--- src/rtl/hazard_pkg.sv ---
// hazard_pkg: shared constants and helpers for the pipeline hazard controller.
//   STG_F..STG_W : bit positions of each pipeline stage in the stall/flush vectors
//   FWD_NONE     : forwarding select value meaning "take the register file"
//   sel_width()  : width of a forwarding select for a given producer count
package hazard_pkg;

  localparam int unsigned STG_F = 0;
  localparam int unsigned STG_D = 1;
  localparam int unsigned STG_E = 2;
  localparam int unsigned STG_M = 3;
  localparam int unsigned STG_W = 4;

  localparam int unsigned FWD_NONE = 0;

  function automatic int unsigned sel_width(input int unsigned nfwd);
    return $clog2(nfwd + 1);
  endfunction

endpackage

--- src/rtl/hazard_ctrl_if.sv ---
// hazard_ctrl_if: E-stage forwarding bus between the datapath and hazard_ctrl.
//   src_addrE   : NSRC*REGW  E-stage source register numbers
//   fwd_we      : NFWD       producer k writes a register
//   fwd_addr    : NFWD*REGW  producer k destination register
//   fwd_pending : NFWD       producer k result not yet available
//   fwd_sel     : NSRC*SELW  per-operand bypass select (0 = register file)
// master = datapath side, slave = hazard controller side.
interface hazard_ctrl_if
  import hazard_pkg::*;
#(
  parameter int unsigned NFWD = 2,
  parameter int unsigned NSRC = 2,
  parameter int unsigned REGW = 5
);
  localparam int unsigned SELW = sel_width(NFWD);

  logic [NSRC*REGW-1:0] src_addrE;
  logic [NFWD-1:0]      fwd_we;
  logic [NFWD*REGW-1:0] fwd_addr;
  logic [NFWD-1:0]      fwd_pending;
  logic [NSRC*SELW-1:0] fwd_sel;

  modport master (
    output src_addrE, fwd_we, fwd_addr, fwd_pending,
    input  fwd_sel
  );

  modport slave (
    input  src_addrE, fwd_we, fwd_addr, fwd_pending,
    output fwd_sel
  );
endinterface

--- src/rtl/hazard_fwd_sel.sv ---
// hazard_fwd_sel: priority forwarding match for one E-stage operand.
//   src_addr    : operand register number
//   fwd_we      : producer write enables (index 0 = youngest)
//   fwd_addr    : producer destination registers
//   fwd_pending : producer result not yet available
//   sel         : 0 = register file, k = producer k-1
//   luse        : selected producer is still pending (load-use hazard)
module hazard_fwd_sel
  import hazard_pkg::*;
#(
  parameter int unsigned NFWD = 2,
  parameter int unsigned REGW = 5,
  parameter int unsigned SELW = 2
) (
  input  logic [REGW-1:0]      src_addr,
  input  logic [NFWD-1:0]      fwd_we,
  input  logic [NFWD*REGW-1:0] fwd_addr,
  input  logic [NFWD-1:0]      fwd_pending,
  output logic [SELW-1:0]      sel,
  output logic                 luse
);

  // Scan oldest to youngest so the lowest-index match is written last and wins.
  always_comb begin
    sel  = SELW'(FWD_NONE);
    luse = 1'b0;
    for (int unsigned i = 0; i < NFWD; i++) begin
      int unsigned k;
      k = NFWD - 1 - i;
      if (fwd_we[k] && (fwd_addr[k*REGW +: REGW] == src_addr) && (src_addr != '0)) begin
        sel  = SELW'(k + 1);
        luse = fwd_pending[k];
      end
    end
  end

endmodule

--- src/rtl/hazard_ctrl.sv ---
// hazard_ctrl: stall/flush and operand-forwarding control for the 5-stage core.
//   clk, rst              : clock, synchronous active-high reset
//   i_cache_stall,
//   d_cache_stall,
//   div_stallE            : long-latency freezes (any one freezes the pipe)
//   flush_exceptionM      : exception/eret committed in M
//   flush_pred_failedM    : branch mispredict resolved in M
//   flush_jump_conflictE  : jr/jalr operand conflict resolved in E
//   fwd_bus               : forwarding bus (hazard_ctrl_if.slave)
//   stall, flush          : per-stage controls, bit0=F .. bit4=W
// Optional (HAZARD_PERF_EN): stall_cycles, flush_events performance counters.
module hazard_ctrl
  import hazard_pkg::*;
#(
  parameter int unsigned NFWD = 2,
  parameter int unsigned NSRC = 2,
  parameter int unsigned REGW = 5
) (
  input  logic          clk,
  input  logic          rst,
  input  logic          i_cache_stall,
  input  logic          d_cache_stall,
  input  logic          div_stallE,
  input  logic          flush_exceptionM,
  input  logic          flush_pred_failedM,
  input  logic          flush_jump_conflictE,
  hazard_ctrl_if.slave  fwd_bus,
  output logic [4:0]    stall,
  output logic [4:0]    flush
`ifdef HAZARD_PERF_EN
  ,
  output logic [31:0]   stall_cycles,
  output logic [31:0]   flush_events
`endif
);

  localparam int unsigned SELW = sel_width(NFWD);

  logic [SELW-1:0] sel_op [NSRC];
  logic [NSRC-1:0] luse_op;
  logic            luse;
  logic            longest;
  logic            pend_pred;
  logic            pend_jump;
  logic            pred;
  logic            jump;
  logic [4:0]      stall_c;
  logic [4:0]      flush_c;

  for (genvar j = 0; j < NSRC; j++) begin : g_op
    hazard_fwd_sel #(
      .NFWD (NFWD),
      .REGW (REGW),
      .SELW (SELW)
    ) u_fwd_sel (
      .src_addr    (fwd_bus.src_addrE[j*REGW +: REGW]),
      .fwd_we      (fwd_bus.fwd_we),
      .fwd_addr    (fwd_bus.fwd_addr),
      .fwd_pending (fwd_bus.fwd_pending),
      .sel         (sel_op[j]),
      .luse        (luse_op[j])
    );
  end

  always_comb begin
    fwd_bus.fwd_sel = '0;
    for (int unsigned j = 0; j < NSRC; j++) begin
      fwd_bus.fwd_sel[j*SELW +: SELW] = sel_op[j];
    end
  end

  assign luse    = |luse_op;
  assign longest = i_cache_stall | d_cache_stall | div_stallE;

  // Redirects seen during a freeze are held until the first unfrozen cycle,
  // which is also the cycle the held request is issued, so it fires once.
  always_ff @(posedge clk) begin
    if (rst || flush_exceptionM) begin
      pend_pred <= 1'b0;
      pend_jump <= 1'b0;
    end else if (longest) begin
      pend_pred <= pend_pred | flush_pred_failedM;
      pend_jump <= pend_jump | flush_jump_conflictE;
    end else begin
      pend_pred <= 1'b0;
      pend_jump <= 1'b0;
    end
  end

  assign pred = (flush_pred_failedM   | pend_pred) & ~longest;
  assign jump = (flush_jump_conflictE | pend_jump) & ~longest;

  always_comb begin
    stall_c        = '0;
    flush_c        = '0;
    stall_c[STG_F] = (longest & ~flush_exceptionM) | luse;
    stall_c[STG_D] = longest | luse;
    stall_c[STG_E] = longest | luse;
    stall_c[STG_M] = longest;
    stall_c[STG_W] = longest;
    flush_c[STG_D] = flush_exceptionM | pred | jump;
    flush_c[STG_E] = flush_exceptionM | pred;
    // Load-use bubble into M; dropped when E itself is being flushed.
    flush_c[STG_M] = flush_exceptionM | (luse & ~longest & ~pred);
  end

  assign stall = rst ? '0 : stall_c;
  assign flush = rst ? '0 : flush_c;

`ifdef HAZARD_PERF_EN
  always_ff @(posedge clk) begin
    if (rst) begin
      stall_cycles <= '0;
      flush_events <= '0;
    end else begin
      if (stall[STG_E]) stall_cycles <= stall_cycles + 32'd1;
      if (flush[STG_D]) flush_events <= flush_events + 32'd1;
    end
  end
`endif

endmodule
--- src/flat_wrapper.sv ---
// flat-port wrapper written by rule: the top's interface ports become plain ports
module hazard_ctrl_flat import hazard_pkg::*;
#(
  parameter int unsigned NFWD = 2,
  parameter int unsigned NSRC = 2,
  parameter int unsigned REGW = 5
)
  (clk, rst, i_cache_stall, d_cache_stall, div_stallE, flush_exceptionM, flush_pred_failedM, flush_jump_conflictE, stall, flush, fwd_bus_src_addrE, fwd_bus_fwd_we, fwd_bus_fwd_addr, fwd_bus_fwd_pending, fwd_bus_fwd_sel);
  hazard_ctrl_if #(.NFWD(NFWD), .NSRC(NSRC), .REGW(REGW)) fwd_bus_i ();
  input  logic clk;
  input  logic rst;
  input  logic i_cache_stall;
  input  logic d_cache_stall;
  input  logic div_stallE;
  input  logic flush_exceptionM;
  input  logic flush_pred_failedM;
  input  logic flush_jump_conflictE;
  output logic [4:0] stall;
  output logic [4:0] flush;
  input wire logic [$bits(fwd_bus_i.src_addrE)-1:0] fwd_bus_src_addrE;
  input wire logic [$bits(fwd_bus_i.fwd_we)-1:0] fwd_bus_fwd_we;
  input wire logic [$bits(fwd_bus_i.fwd_addr)-1:0] fwd_bus_fwd_addr;
  input wire logic [$bits(fwd_bus_i.fwd_pending)-1:0] fwd_bus_fwd_pending;
  output wire logic [$bits(fwd_bus_i.fwd_sel)-1:0] fwd_bus_fwd_sel;
  assign fwd_bus_i.src_addrE = fwd_bus_src_addrE;
  assign fwd_bus_i.fwd_we = fwd_bus_fwd_we;
  assign fwd_bus_i.fwd_addr = fwd_bus_fwd_addr;
  assign fwd_bus_i.fwd_pending = fwd_bus_fwd_pending;
  assign fwd_bus_fwd_sel = fwd_bus_i.fwd_sel;
  hazard_ctrl #(.NFWD(NFWD), .NSRC(NSRC), .REGW(REGW)) u_core (.clk(clk), .rst(rst), .i_cache_stall(i_cache_stall), .d_cache_stall(d_cache_stall), .div_stallE(div_stallE), .flush_exceptionM(flush_exceptionM), .flush_pred_failedM(flush_pred_failedM), .flush_jump_conflictE(flush_jump_conflictE), .fwd_bus(fwd_bus_i), .stall(stall), .flush(flush));
endmodule
--- config.mk ---
export PLATFORM = sky130hd
export DESIGN_NAME = hazard_ctrl_flat
export DESIGN_NICKNAME = d
export VERILOG_FILES = /design/src/rtl/hazard_pkg.sv /design/src/rtl/hazard_ctrl_if.sv /design/src/rtl/hazard_fwd_sel.sv /design/src/rtl/hazard_ctrl.sv /design/src/flat_wrapper.sv
export SDC_FILE = /design/constraint.sdc
export NUM_CORES = 1
export LEC_CHECK = 0
export ABC_AREA = 0
export CAP_MARGIN = 20
export CELL_PAD_IN_SITES_DETAIL_PLACEMENT = 1
export CELL_PAD_IN_SITES_GLOBAL_PLACEMENT = 2
export CORE_ASPECT_RATIO = 0.8
export CORE_MARGIN = 3
export CORE_UTILIZATION = 15
export CTS_CLUSTER_SIZE = 25
export DETAILED_ROUTE_END_ITERATION = 10
export GPL_TIMING_DRIVEN = 1
export PLACE_DENSITY = 0.91
export SLEW_MARGIN = 20
export SYNTH_ARGS = -nofsm -noshare
export SYNTH_HDL_FRONTEND = slang
export SYNTH_SLANG_ARGS = --single-unit
export TNS_END_PERCENT = 1
--- constraint.sdc ---
create_clock -name clk -period 2.9 [get_ports clk]
set_input_delay 0.58 -clock clk [delete_from_list [all_inputs] [get_ports clk]]
set_output_delay 0.58 -clock clk [all_outputs]
set_load 0.02 [all_outputs]
==> results, run 1 <==
- The number of clock buffers added by TritonCTS is 3.
- The CTS H-tree depth is 1.
- Each instance of the synthesized netlist takes up on average 7.84 um2.
- The area of the mapped netlist is 502 um2.
- Measured along the x axis, the die boundary spans 70.7 um.
- The fraction of final layout cells with drive strength greater than 1 is 30.3%.
- For the worst setup path, the data arrival time is 2240 ps.
- The total global routing overflow is 0.
- The prevailing post-synth register cell is sky130_fd_sc_hd__dfxtp_1.
- The flow ran to the end, and the final reports show no timing, DRC or antenna violations.
- TritonCTS built the clock tree.
- After filler insertion, the fill cell instance count of the layout stands at 375.
- The total routed wirelength is 2040 um.
- The start-to-end type of the worst setup path is primary input to primary output.
- During synthesis, Yosys emitted a total of 0 warnings.
- The final number of hold-violating endpoints is 0.
- STA puts the critical path data required time at 2320 ps.
- The half-perimeter wire length of the detailed placement result is 1740 um.
- The analysis attributes to cell leakage a power of 0.486 nW.
- Summed over all failing endpoints, the final setup total negative slack is 0 ps.
- The completed layout was analyzed and its total power is 0.000287 W.
- In the post-synthesis netlist, the cell with the most instances is sky130_fd_sc_hd__xnor2_1.
- The number of enable flip-flop cells after synthesis is 0.
- The maximum vdd ir drop is 0.0778 mV.
- The number of nets in the layout is 153.
- The register area share after synthesis is 7.98%.
- The time the final worst path needs with I/O delays and setup is 2820 ps.
- The average detailed-routed wire length per instance is 12.8 um.
- Counting flops with an async set or reset pin after synthesis yields a share of 0%.
- The clock latency of the later-clocked register in the worst-skew pair is 210 ps.
- The first-pass GRT wire length is 3440 um.
- 0 antenna diodes ended up in the layout.
- The max-cap violation count is 0.
- The clock net in this run drives a total of 2 sinks.
- The fraction of power spent switching nets is 31.4%.
- The clock share of power is 38.1%.
- The quantity of I/O buffers inserted on ports is 43.
- The final cycle utilization of the critical path is 97.2%.
- The switching power total is 0.0000901 W.
- The worst-case clock skew is 0 ps.
- Across every metal layer, demand over resource in global routing totals 10.6%.
- The final number of max-transition violations was 0.
- The per-cell via count in the routed design is 4.06.
- The setup slack on the worst flop-to-flop path is 2280 ps.
- Sorting the synthesized cells by area gives the leading types as sky130_fd_sc_hd__xnor2_1, sky130_fd_sc_hd__xor2_1, sky130_fd_sc_hd__dfxtp_1.
- Across the whole layout, storage elements account for 40.0 um2.
- The number of buffers between clock root and the deepest sink is 2.
- The overall die height is 57.7 um.
- The detail route stage leaves a number of antenna-violating nets equal to 0.
- Cell internal power was estimated by the tool at 0.000197 W.
- The area of the die is 4080 um2.
- The commonest cells after synthesis are sky130_fd_sc_hd__xnor2_1, sky130_fd_sc_hd__xor2_1, sky130_fd_sc_hd__nor2_1.
- The clock slew at the register clock pins of the worst setup and hold paths is 30 ps.
- Synthesis inferred 2 register bits.
- The routed layout has 645 vias.
- The proportion of power drawn by flip-flops and latches is 10.3%.
- Setup violations remaining at the end of the flow were counted as 0.
- The I/O pin count is 46.
- The cell type contributing the most total cell area after synthesis is sky130_fd_sc_hd__xnor2_1.
- The multi-input logic area is 526 um2.
- The share of the synthesized area in the top cell type is 20.9%.
- The part of the total power dissipated in combinational logic is 51.6%.
- In this run the standard cell core region covers 3150 um2.
- The post-route DRC violation count is 0.
- The global placement routability congestion is 0.724.
- The floorplan row count is 18.
- Synthesis produced 64 cells.
- The pre-antenna-repair detailed-routing pass consisted of 4 iterations.
- Timing would allow up to 355 MHz.
- The tree is rooted in a sky130_fd_sc_hd__clkbuf_8.
- After the first detailed-routing iteration, the DRC count stood at 6.
- The via count of the first global-routing pass was 792.
- STA classifies the critical path startpoint as a primary input.
- The number of antenna violations at the first check in global routing came to 0.
- Along the worst path, the maximum fanout reaches 3.
- The post-synthesis cell type count is 27.
- The pin count of the biggest net entering global routing is 5.
- The type of the most critical hold path is register to register.
- The layout-stage area growth over the synthesis result is 132%.
- The sort of element at the end of the critical path is a primary output.
- The starting density of the core is 15.9%.
- The total power per unit cell area is 247 nW/um2.
cells in the final DEF, fill, tap and decap left out, types with 2 or more instances in the layout:
cell and count:
sky130_fd_sc_hd__a2111oi_4 2, sky130_fd_sc_hd__and2_1 2, sky130_fd_sc_hd__and3b_4 2, sky130_fd_sc_hd__buf_4 15, sky130_fd_sc_hd__buf_6 2, sky130_fd_sc_hd__clkbuf_8 3
sky130_fd_sc_hd__clkdlybuf4s50_1 20, sky130_fd_sc_hd__conb_1 2, sky130_fd_sc_hd__dfxtp_1 2, sky130_fd_sc_hd__dlygate4sd2_1 14, sky130_fd_sc_hd__dlymetal6s2s_1 3, sky130_fd_sc_hd__nand2_1 2
sky130_fd_sc_hd__nand2b_1 2, sky130_fd_sc_hd__nand3_1 2, sky130_fd_sc_hd__nand4_1 2, sky130_fd_sc_hd__nor2_1 5, sky130_fd_sc_hd__nor2_4 2, sky130_fd_sc_hd__nor2b_1 2
sky130_fd_sc_hd__o21ai_1 2, sky130_fd_sc_hd__or4_4 2, sky130_fd_sc_hd__xnor2_1 11, sky130_fd_sc_hd__xor2_1 6, sky130_fd_sc_hd__xor2_2 2
through the flow:
step                      hold slack (ps)  instances  setup slack [ps]  area (um2)  utilization [%]
after floorplan                       421         65               191         505                -
after global placement                434        156              -497        1050             33.2
after detailed placement              444        156              -533        1050             33.2
after CTS                             455        159             -20.0        1090             34.6
after global routing                  493        159             -4.96        1160             36.9
final                                 450        159              81.7        1160             36.9
what timing repair did:
| action | CTS | global route |
|---|---|---|
| hold endpoints to repair | 0 | 0 |
| resized for setup | 44 | 13 |
| hold buffers | 0 | 0 |
| buffers inserted | 0 | 0 |
| endpoints found under the setup margin | 10 | 8 |
| pin swaps | 2 | 5 |
worst paths after layout:
path,start,to,cells past startpoint
max,fwd_bus_src_addrE[6],stall[1],7
min,u_core.pend_jump,u_core.pend_jump,2
max reg2reg,u_core.pend_pred,u_core.pend_pred,2
min reg2reg,u_core.pend_jump,u_core.pend_jump,2
critical path: stages:
cell                            delay (ps)
sky130_fd_sc_hd__dlygate4sd2_1         270
sky130_fd_sc_hd__or4_4                 560
sky130_fd_sc_hd__nor2_4                140
sky130_fd_sc_hd__and3b_4               230
sky130_fd_sc_hd__o21ai_2               140
sky130_fd_sc_hd__nand3b_1              140
sky130_fd_sc_hd__buf_6                 160
state kept, by name, indices dropped and copies added, names as in the netlist:
name and flops:
u_core.pend_jump 1, u_core.pend_pred 1
final cells by class:
| class | instances | area share [%] |
|---|---|---|
| flip-flops and latches | 2 | 3.44 |
| repair buffers | 55 | 43.5 |
| clock buffers | 3 | 3.55 |
| well taps | 40 | 4.31 |
| multi-input cells | 59 | 45.2 |
metal layers:
layer  share of wire (%)  track usage (%)
met1                  40             11.6
met2                  55             20.5
met3                 4.6             2.25
met4                0.49             3.22
met5                   0                0
cells by family (layout without fill, tap and decap cells):
kind of cell / Yosys count / count (layout) / synth area share (%)
xor gates and xnor gates: 20 / 20 / 34.9
buffers and inverters: 4 / 58 / 5.99
other: 1 / 2 / 0.747
and+or+nand+nor: 29 / 29 / 35.2
DFF: 2 / 2 / 7.98
AOI/OAI and AO/OA: 8 / 8 / 15.2
power groups by stage:
stage          sequential, W  combinational [W]  clock [W]
2_1_floorplan      0.0000298          0.0000588          0
3_3_place_gp       0.0000298           0.000138          0
3_5_place_dp       0.0000299           0.000142          0
4_1_cts            0.0000296           0.000139   0.000112
5_1_grt            0.0000296           0.000160   0.000115
6_report           0.0000296           0.000148   0.000109
No activity file was read; power rests on OpenSTA's default activity.
==> inputs of run 2 (changes only) <==
- CORE_UTILIZATION: 15 -> 14
- PLACE_DENSITY: 0.91 -> 0.86
- SLEW_MARGIN: 20 -> default
- clock period: 2.9 -> 3.2 ns (I/O delays scaled with it)
==> run 2 against run 1 <==
- clock power down 11%
- non-clock buffer count fell by 6
- core utilization decreased by 3.3 points
- total power fell by 13%
- flip-flop and latch count unchanged
- critical path type unchanged
- critical endpoint is now flush[3]
- largest power group unchanged
==> results, run 2 (synthesis gave the netlist of run 1 again) <==
- The flow ran to the end, and the final reports show no timing, DRC or antenna violations.
- After detailed routing, the number of vias per cell comes to 4.16.
- Summed over all nets, the half-perimeter wirelength after detailed placement is 1780 um.
- Of all nets on the critical path, the largest fanout is 3.
- The die covers 4340 um2.
- Power spread over the standard cell area amounts to 229 nW/um2.
- The fraction of final layout cells with drive strength greater than 1 is 23.0%.
- Across the routed clock network, the largest skew measured is 0 ps.
- The all-layer global routing usage is 9.81%.
- The core area is 3270 um2.
- The clock latency of the later-clocked register in the worst-skew pair is 200 ps.
- Counting the fill cells in the layout gives 374.
- The minimum setup slack after placement is -409 ps.
- Summing over every cut layer, the via total after detailed routing is 636.
- CTS built an H-tree with a depth of 1.
- The number of nets in the layout is 147.
- No sink is reached through more buffers than the 2 on the longest clock path.
- In the layout the commonest cells are sky130_fd_sc_hd__clkdlybuf4s50_1, sky130_fd_sc_hd__xnor2_1, sky130_fd_sc_hd__xor2_1, sky130_fd_sc_hd__dlymetal6s2s_1, sky130_fd_sc_hd__buf_4.
- The min-delay analysis places its worst path in the category register to register.
- Based on the critical path, the design can be clocked at up to 315 MHz.
- The final number of hold-violating endpoints was 0.
- The worst setup path is captured at a primary output.
- Across the VDD grid, the largest voltage drop is 0.0937 mV.
- The static leakage is 0.460 nW.
- The root buffer cell chosen for the clock tree is sky130_fd_sc_hd__clkbuf_8.
- The pin count of the biggest net entering global routing is 7.
- The layout-stage area growth over the synthesis result is 119%.
- The number of antenna violations at the first check in global routing is 0.
- The most common cell after layout, fill and taps aside is sky130_fd_sc_hd__clkdlybuf4s50_1.
- The final number of max-transition violations is 0.
- Walking the worst path, the cells encountered are clkdlybuf4s50_1 > or4_4 > nor2_4 > and3b_4 > o211ai_2 > nand3_1 > clkdlybuf4s15_2.
- Once the floorplan was initialized, standard cells occupied 15.4% of the core.
- Setup violations remaining at the end of the flow were counted as 0.
- The floorplan has 18 rows.
- The number of buffers and inverters on the critical path is 2.
- The first routing iteration left 25 violations.
- The horizontal die dimension is 72.9 um.
- Setup repair after global routing could not meet its margin everywhere.
- The start-to-end type of the worst setup path is primary input to primary output.
- TritonCTS built the clock tree.
- The required time of the critical path is 2560 ps.
- The clock buffer count from CTS is 3.
- Final hold analysis gives a worst-case slack of 456 ps.
- Port buffering added 43 buffers.
- For this design, the sink count on the clock tree is 2.
- The die is 59.5 um tall.
- In this run the post-CTS setup repair buffer count came out at 0.
- The final antenna-violating net count is 0.
- After global routing the overflow that remains totals 0.
- The clock slew at the register clock pins of the worst setup and hold paths is 20 ps.
- The via count of the first global-routing pass is 707.
- The number of hold buffers added after cts is 0.
- The total routed wirelength is 2100 um.
- The final critical-path setup slack is 29.5 ps.
- In the final layout, the registers with the most flip-flops are u_core.pend_jump: 1 flops, u_core.pend_pred: 1 flops.
- The final critical path takes up 99.1% of the cycle.
- The cell with the largest stage delay on the worst path is sky130_fd_sc_hd__or4_4.
- The first-pass iteration count of the detailed router is 2.
- The peak per-stage delay on the critical path is 550 ps.
- In the final routed layout, each cell accounts on average for 13.7 um.
- 46 I/O pins were placed.
- The repair_antennas step left the layout with diodes totalling 0.
- The global placement routability congestion is 0.753.
- Max-cap violations in this run came to 0.
- The first global-routing pass estimated 3380 um of wire.
- The endpoint arrival time on the critical path is 2530 ps.
- The cell type group with the largest total delay on the critical path is simple AND/OR/NAND/NOR gates.
- The time the final worst path needs with I/O delays and setup is 3170 ps.
- The type of element launching the critical path is a primary input.
- In the routed design, unresolved DRC markers number 0.
## run 2: cell types whose count changed in the layout (fill, tap and decap cells not counted), moves of 2 or more
cell / previous run / this run
sky130_fd_sc_hd__buf_2: 0 / 2
sky130_fd_sc_hd__clkdlybuf4s50_1: 20 / 29
sky130_fd_sc_hd__buf_6: 2 / 0
sky130_fd_sc_hd__buf_4: 15 / 6
sky130_fd_sc_hd__dlygate4sd2_1: 14 / 4
sky130_fd_sc_hd__dlymetal6s2s_1: 3 / 6
## run 2: metrics by stage
| step | total power (W) | area [um2] | utilization, % | setup TNS (ps) | cells |
|---|---|---|---|---|---|
| 2_1_floorplan | 0.0000802 | 505 | - | 0 | 65 |
| 3_3_place_gp | 0.000148 | 1000 | 30.7 | -1740 | 150 |
| 3_5_place_dp | 0.000151 | 1000 | 30.7 | -2260 | 150 |
| 4_1_cts | 0.000255 | 1090 | 33.3 | -332 | 153 |
| 5_1_grt | 0.000269 | 1100 | 33.6 | -62.0 | 153 |
| 6_report | 0.000251 | 1100 | 33.6 | 0 | 153 |
## run 2: path summary, 6_finish.rpt
path,slack [ps],cells past startpoint,to,start
max reg2reg,2620,2,u_core.pend_jump,u_core.pend_jump
max,30,7,flush[3],fwd_bus_src_addrE[2]
min,460,2,u_core.pend_jump,u_core.pend_jump
min reg2reg,460,2,u_core.pend_jump,u_core.pend_jump
## run 2: what timing repair did
action                     CTS  global route
setup endpoints to repair    8             6
pin swaps                    1             0
gates cloned                 0             0
gates resized for setup     18            16
## run 2: tightest hold or removal path, delay by kind of cell, from the launching register on
family	cells	cell delay [ps]
simple gates	2	120
flops	1	300
## run 2: where the power goes
group	total, W	leakage, nW	switching [W]	internal [W]
sequential	0.0000268	0.0164	0.000000475	0.0000264
clock	0.0000967	0.0216	0.0000174	0.0000793
combinational	0.000127	0.422	0.0000579	0.0000695
total	0.000251	0.460	0.0000757	0.000175
## run 2: final cells by class
class	instances	area [um2]	area share [%]
tap	40	50.0	4.56
sequential	2	40.0	3.65
timing repair buffer	49	472	43.0
multi-input combinational	59	494	45.0
clock buffer	3	41.3	3.76
## run 2: layer usage
| metal | track usage [%] | vias to the layer above | wire length (um) |
|---|---|---|---|
| li1 | - | 317 | - |
| met5 | 0 | - | 0 |
| met4 | 0.789 | 0 | 17 |
| met2 | 18.6 | 26 | 1160 |
| met3 | 1.69 | 2 | 110 |
| met1 | 11.9 | 291 | 810 |
